**src/rtl/atm_button_debouncer.sv**
```systemverilog
// ---------------------------------------------------------------------------
// atm_button_debouncer
//
// Cleans the ATM front-panel pushbuttons. Each raw input is brought into the
// board clock domain with a two-flop synchroniser, then debounced by counting
// consecutive 100 Hz tick samples that disagree with the current stable level.
// Accepted edges produce one-cycle press/release pulses; a stably held button
// can additionally auto-repeat its press pulse. The lowest-numbered press of a
// cycle is encoded into key_valid/key_code for the downstream control FSM.
//
// tick_in is purely a sample enable; every register runs on clk_in.
// ---------------------------------------------------------------------------
module atm_button_debouncer #(
    parameter  int NUM_BTN        = 5,   // 1..8
    parameter  int STABLE_SAMPLES = 4,   // 1..15
    parameter  int REPEAT_DELAY   = 50,  // 0 disables auto-repeat
    parameter  int REPEAT_RATE    = 10,  // 1..255
    localparam int CODE_W         = (NUM_BTN > 1) ? $clog2(NUM_BTN) : 1
) (
    input  logic               clk_in,
    input  logic               rst,
    input  logic               tick_in,
    input  logic [NUM_BTN-1:0] btn_raw,
    output logic [NUM_BTN-1:0] btn_level,
    output logic [NUM_BTN-1:0] btn_press,
    output logic [NUM_BTN-1:0] btn_release,
    output logic               key_valid,
    output logic [CODE_W-1:0]  key_code
);

    // -----------------------------------------------------------------------
    // Local sizing
    // -----------------------------------------------------------------------
    localparam int CNT_W     = 4;
    localparam int RPT_W_RAW = $clog2(REPEAT_DELAY + 1);
    localparam int RPT_W     = (RPT_W_RAW < 1) ? 1 : RPT_W_RAW;

    // Last count value before a level change is accepted.
    localparam logic [CNT_W-1:0] STABLE_LAST = CNT_W'(STABLE_SAMPLES - 1);

    // -----------------------------------------------------------------------
    // State
    // -----------------------------------------------------------------------
    logic [NUM_BTN-1:0] r_sync1;
    logic [NUM_BTN-1:0] r_sync2;
    logic [CNT_W-1:0]   r_stable_cnt [NUM_BTN];
    logic [NUM_BTN-1:0] r_level;
    logic [RPT_W-1:0]   r_rpt_cnt    [NUM_BTN];
    logic [NUM_BTN-1:0] r_press;
    logic [NUM_BTN-1:0] r_release;
    logic               r_key_valid;
    logic [CODE_W-1:0]  r_key_code;

    // -----------------------------------------------------------------------
    // Next-state wires
    // -----------------------------------------------------------------------
    logic [CNT_W-1:0]   w_stable_cnt_nxt [NUM_BTN];
    logic [NUM_BTN-1:0] w_level_nxt;
    logic [NUM_BTN-1:0] w_rise;
    logic [NUM_BTN-1:0] w_fall;
    logic [RPT_W-1:0]   w_rpt_nxt        [NUM_BTN];
    logic [NUM_BTN-1:0] w_rpt_fire;
    logic               w_key_any;
    logic [CODE_W-1:0]  w_key_code;

    // -----------------------------------------------------------------------
    // Two-flop synchroniser, free-running (not gated by tick_in)
    // -----------------------------------------------------------------------
    always_ff @(posedge clk_in or posedge rst) begin
        if (rst) begin
            r_sync1 <= '0;
            r_sync2 <= '0;
        end else begin
            // NOTE: non-blocking assignments give true flop-to-flop behaviour;
            // blocking ones here would collapse the two stages into one.
            r_sync1 <= btn_raw;
            r_sync2 <= r_sync1;
        end
    end

    // -----------------------------------------------------------------------
    // Debounce next-state: count ticks that disagree with the stable level
    // -----------------------------------------------------------------------
    always_comb begin
        // NOTE: every output of this block gets a default first, so no path
        // leaves a value unassigned and no latch is inferred.
        w_level_nxt = r_level;
        for (int i = 0; i < NUM_BTN; i++) begin
            w_stable_cnt_nxt[i] = r_stable_cnt[i];
            if (tick_in) begin
                if (r_sync2[i] == r_level[i]) begin
                    // A sample of the old level (bounce) restarts the count.
                    w_stable_cnt_nxt[i] = '0;
                end else if (r_stable_cnt[i] == STABLE_LAST) begin
                    w_level_nxt[i]      = r_sync2[i];
                    w_stable_cnt_nxt[i] = '0;
                end else begin
                    w_stable_cnt_nxt[i] = r_stable_cnt[i] + CNT_W'(1);
                end
            end
        end
        w_rise = w_level_nxt & ~r_level;
        w_fall = r_level & ~w_level_nxt;
    end

    // -----------------------------------------------------------------------
    // Auto-repeat next-state
    // -----------------------------------------------------------------------
    generate
        if (REPEAT_DELAY > 0) begin : g_repeat
            localparam logic [RPT_W-1:0] RPT_LAST = RPT_W'(REPEAT_DELAY - 1);
            // A rate at or beyond the delay simply restarts from zero, so the
            // repeat period never exceeds the initial delay.
            localparam logic [RPT_W-1:0] RPT_RELOAD =
                (REPEAT_RATE >= REPEAT_DELAY) ? '0 : RPT_W'(REPEAT_DELAY - REPEAT_RATE);

            // Count ticks while stably pressed; fire and reload on reaching the delay.
            always_comb begin
                w_rpt_fire = '0;
                for (int i = 0; i < NUM_BTN; i++) begin
                    w_rpt_nxt[i] = r_rpt_cnt[i];
                    if (!r_level[i] || w_fall[i]) begin
                        // Released, or releasing this tick: no repeat may follow.
                        w_rpt_nxt[i] = '0;
                    end else if (tick_in) begin
                        if (r_rpt_cnt[i] == RPT_LAST) begin
                            w_rpt_fire[i] = 1'b1;
                            w_rpt_nxt[i]  = RPT_RELOAD;
                        end else begin
                            w_rpt_nxt[i] = r_rpt_cnt[i] + RPT_W'(1);
                        end
                    end
                end
            end
        end else begin : g_no_repeat
            // Auto-repeat disabled: counters stay at zero and never fire.
            always_comb begin
                w_rpt_fire = '0;
                for (int i = 0; i < NUM_BTN; i++) begin
                    w_rpt_nxt[i] = '0;
                end
            end
        end
    endgenerate

    // -----------------------------------------------------------------------
    // Debounce and repeat state registers
    // -----------------------------------------------------------------------
    always_ff @(posedge clk_in or posedge rst) begin
        if (rst) begin
            r_level <= '0;
            // NOTE: these per-button counters are control state with a defined
            // power-up value, so they are cleared element by element; a plain
            // data storage array would normally be left without reset.
            for (int i = 0; i < NUM_BTN; i++) begin
                r_stable_cnt[i] <= '0;
                r_rpt_cnt[i]    <= '0;
            end
        end else begin
            r_level <= w_level_nxt;
            for (int i = 0; i < NUM_BTN; i++) begin
                r_stable_cnt[i] <= w_stable_cnt_nxt[i];
                r_rpt_cnt[i]    <= w_rpt_nxt[i];
            end
        end
    end

    // -----------------------------------------------------------------------
    // One-cycle press/release pulses, registered on the level-changing edge
    // -----------------------------------------------------------------------
    always_ff @(posedge clk_in or posedge rst) begin
        if (rst) begin
            r_press   <= '0;
            r_release <= '0;
        end else begin
            r_press   <= w_rise | w_rpt_fire;
            r_release <= w_fall;
        end
    end

    // -----------------------------------------------------------------------
    // Priority encoder: lowest-numbered press bit wins
    // -----------------------------------------------------------------------
    always_comb begin
        w_key_any  = |r_press;
        w_key_code = '0;
        for (int i = NUM_BTN - 1; i >= 0; i--) begin
            if (r_press[i]) begin
                w_key_code = CODE_W'(i);
            end
        end
    end

    // -----------------------------------------------------------------------
    // Key event register; key_code holds while no key is valid
    // -----------------------------------------------------------------------
    always_ff @(posedge clk_in or posedge rst) begin
        if (rst) begin
            r_key_valid <= 1'b0;
            r_key_code  <= '0;
        end else begin
            r_key_valid <= w_key_any;
            if (w_key_any) begin
                r_key_code <= w_key_code;
            end
        end
    end

    // -----------------------------------------------------------------------
    // Outputs
    // -----------------------------------------------------------------------
    assign btn_level   = r_level;
    assign btn_press   = r_press;
    assign btn_release = r_release;
    assign key_valid   = r_key_valid;
    assign key_code    = r_key_code;

endmodule
```
**config.mk**
```make
export PLATFORM = sky130hd
export DESIGN_NAME = atm_button_debouncer
export DESIGN_NICKNAME = d
export VERILOG_FILES = /design/src/rtl/atm_button_debouncer.sv
export SDC_FILE = /design/constraint.sdc
export NUM_CORES = 1
export LEC_CHECK = 0
export CELL_PAD_IN_SITES_DETAIL_PLACEMENT = 1
export CELL_PAD_IN_SITES_GLOBAL_PLACEMENT = 2
export CORE_MARGIN = 1.5
export CORE_UTILIZATION = 37
export CTS_CLUSTER_DIAMETER = 80
export CTS_CLUSTER_SIZE = 25
export DETAILED_ROUTE_END_ITERATION = 8
export DONT_BUFFER_PORTS = 1
export PLACE_DENSITY_LB_ADDON = 0.2
export SLEW_MARGIN = 40
export SYNTH_ARGS = -nofsm -noshare
export SYNTH_HDL_FRONTEND = slang
export SYNTH_SLANG_ARGS = --single-unit
```
**constraint.sdc**
```tcl
create_clock -name clk_in -period 2.66 [get_ports clk_in]
set_clock_uncertainty 0.2 [all_clocks]
set_input_delay 0.532 -clock clk_in [delete_from_list [all_inputs] [get_ports clk_in]]
set_output_delay 0.532 -clock clk_in [all_outputs]
set_load 0.01 [all_outputs]
```
==> impl_metrics.ini <==
[sta]
setup_tns_ns = 0
period_needed_ns = 1.96
fmax_mhz = 511
hold_violations = 0
setup_viol = 0
holdWs_ns = 0.0752
setup_slack_ns = 0.703
relSlewSlack_pct = 55.9
rsz0062_at_grt = false
slew_violations = 0
final.period_utilization_pct = 73.6
worst_pin_slew_ns = 0.661

[floorplan]
die_w_um = 106
io_pins = 27
die-area_um2 = 11300
die_h_um = 106
start_util_pct = 38.1
core_area_um2 = 10300
rows = 37

[critical_path]
slowest_delay_ns = 0.42
crit_path_end_kind = flop
cp-startpoint = r_stable_cnt[0]$_DFFE_PP0P_
cp-endpoint = r_rpt_cnt[4]$_DFFE_PP0P_
cp_cell_sequence = ha_1 > nor4b_2 > a41oi_1 > and3_1 > o31a_1
reg2reg_depth = 5
r2r-start = r_stable_cnt[0]$_DFFE_PP0P_
critical-path-slowest-cell = nor4b_2
r2r_slack_ns = 0.70
worstSetupPathType = flop to flop
required_ns = 2.70
critical_path_buf_inv_count = 0
critical_path_peak_fanout = 5
path_delay_family = simple AND/OR/NAND/NOR gates
cp-start-kind = flop
r2r-end = r_rpt_cnt[4]$_DFFE_PP0P_
cp.arrival_ns = 1.99
path_depth = 5

[clocking]
cts_sinks = 79
cts-resized-gates = 0
cts.clk_slew.worst_paths_ns = 0.09
cts_tree = built
cts_setup_buffers = 0
htreeDepth = 3
cts_root_buf = clkbuf_8
cts_buffers = 9
cts_buffer_depth = 2
hold_buffers = 6
clk_latency_ns = 0.35

[place]
dp_hpwl_um = 5700
io_buffer_count = 0
placed_area_um2 = 4080
dpl_worst_slack_ns = 0.677
place.gp.congestion = 0.750
placedCellCount = 511

[yosys]
yosys_warnings = 0
synth_cells = 387
yosysUniqueCellTypes = 57
post_synth.cell_area_avg_um2 = 10.2
yosysTopAreaCell = dfrtp_1
synth.cell_area_um2 = 3940
synth_top_area_share_pct = 50.2
synthFlopType = dfrtp_1
synth_edf_count = 0
ys_ff_latch = 79
synthArstFlopShare_pct = 100
ys_seq_area_share_pct = 50.2
yosys-top-cells-area = dfrtp_1 (50%), ha_1 (4.8%), nand2_1 (4.3%), o21ai_0 (3.3%), nor2b_1 (2.2%)
syn_nets = 410

[finish]
drive_gt1_share_pct = 9.07
layout-area-overhead-vs-synth_pct = 12.4
final_cells = 533
fillers = 1145
final_util_pct = 42.8
final_nets = 415
num_antenna_cells = 0
fin_area_um2 = 4420

[route]
drt_iter0_markers = 71
drc_errors = 0
wl_um = 8510
wl_per_cell_um = 16.0
dr_total_vias = 2919
drt_pass1_iterations = 4
ant_nets = 0
via_per_inst = 5.48

[pwr]
power.share.switching_pct = 31.3
vdd_drop_max_v = 0.000487
p_sw_mw = 1.17
cellLeakagePower_nw = 1.92
combPwrFrac_pct = 19.5
clockPowerShare_pct = 32.7
intPower_mw = 2.56
pwr-share-seq_pct = 47.8
power_density_nw_per_um2 = 843
finalPower_mw = 3.73

[hold_path]
hp-class = input port to flop
hold_start = tick_in

[global_route]
grt_pass1_wl_um = 15000
grt.overflow.total = 0
grt_max_degree = 63
track_usage_pct = 16.7
grt_pass1_vias = 3037
antenna_found_initial = 0

[status]
status = finished, final reports clean

[job]
maxCapViolCount = 0
==> Yosys cell counts, drive strengths merged (5+ instances only) <==
cell    number
nand4        7
mux2         6
nand2       45
nand2b       8
nand3b       9
o21ai       30
clkbuf       7
a21boi       8
nor3b        6
dfrtp       79
buf          9
ha          15
a211oi       5
nor3         8
nor2b       14
and3         8
nand3       15
inv         15
a21oi       10
nor2        14
==> power by group through the flow <==
stage,Combinational [mW],Sequential (mW),Clock (mW)
after floorplan,0.656,1.67,0
final,0.727,1.78,1.22
after global placement,0.710,1.81,0
after global routing,0.856,1.84,1.30
after detailed placement,0.731,1.81,0
after CTS,0.744,1.79,1.26
==> flip-flops by register name, indices dropped and copies added, names as in the netlist <==
signal        count
r_rpt_cnt        30
r_stable_cnt     20
btn_level         5
btn_press         5
btn_release       5
r_sync1           5
r_sync2           5
key_code          3
key_valid         1
==> layout make-up <==
cell class                 count  area, µm²  area share (%)
clock buffer                  11        151            3.42
tap                          136        170            3.85
inverter                      15       60.1            1.36
multi-input combinational    277       1830            41.5
clock inverter                 5        128            2.89
timing repair buffer          10        103            2.32
sequential                    79       1980            44.7
==> metal layers <==
metal	share of wire (%)	global-route usage [%]	up-vias
li1	-	-	1395
met1	50	22.9	1483
met2	46	25.7	34
met3	3.5	4.60	7
met4	1.2	4.73	0
met5	0	0	-
==> worst min path at each step <==
stage | slack [ns] | to | cells after the start
2_1_floorplan | 0.13 | r_sync2[0]$_DFF_PP0_ | 0
3_3_place_gp | 0.13 | r_sync2[1]$_DFF_PP0_ | 0
3_5_place_dp | 0.14 | r_rpt_cnt[26]$_DFFE_PP0P_ | 1
4_1_cts | 0.05 | r_stable_cnt[16]$_DFFE_PP0P_ | 1
5_1_grt | 0.04 | r_stable_cnt[16]$_DFFE_PP0P_ | 1
6_report | 0.08 | r_stable_cnt[16]$_DFFE_PP0P_ | 1
==> cell families (layout without fill, tap and decap cells) <==
group | after synthesis | after routing | synth area share [%]
flops | 79 | 79 | 50.2
mux | 10 | 10 | 2.83
fa+ha+maj | 15 | 15 | 4.77
xor+xnor | 6 | 6 | 1.34
buf+inv | 31 | 41 | 3.18
compound gates | 91 | 91 | 15.8
simple gates | 155 | 155 | 21.8
==> cell usage in the layout (no fill, tap or decap), drive strengths merged, types with 5 or more instances in the layout <==
| cell type | count |
|---|---|
| mux2 | 6 |
| o21ai | 30 |
| nand2 | 45 |
| nor3 | 8 |
| a21boi | 8 |
| inv | 14 |
| nor2 | 14 |
| a21oi | 10 |
| nand2b | 8 |
| dlygate4sd3 | 6 |
| and3 | 8 |
| clkbuf | 11 |
| nor2b | 14 |
| ha | 15 |
| a211oi | 5 |
| nor3b | 6 |
| nand3 | 15 |
| nand4 | 7 |
| nand3b | 9 |
| dfrtp | 79 |
(Power assumes the default switching activity.)
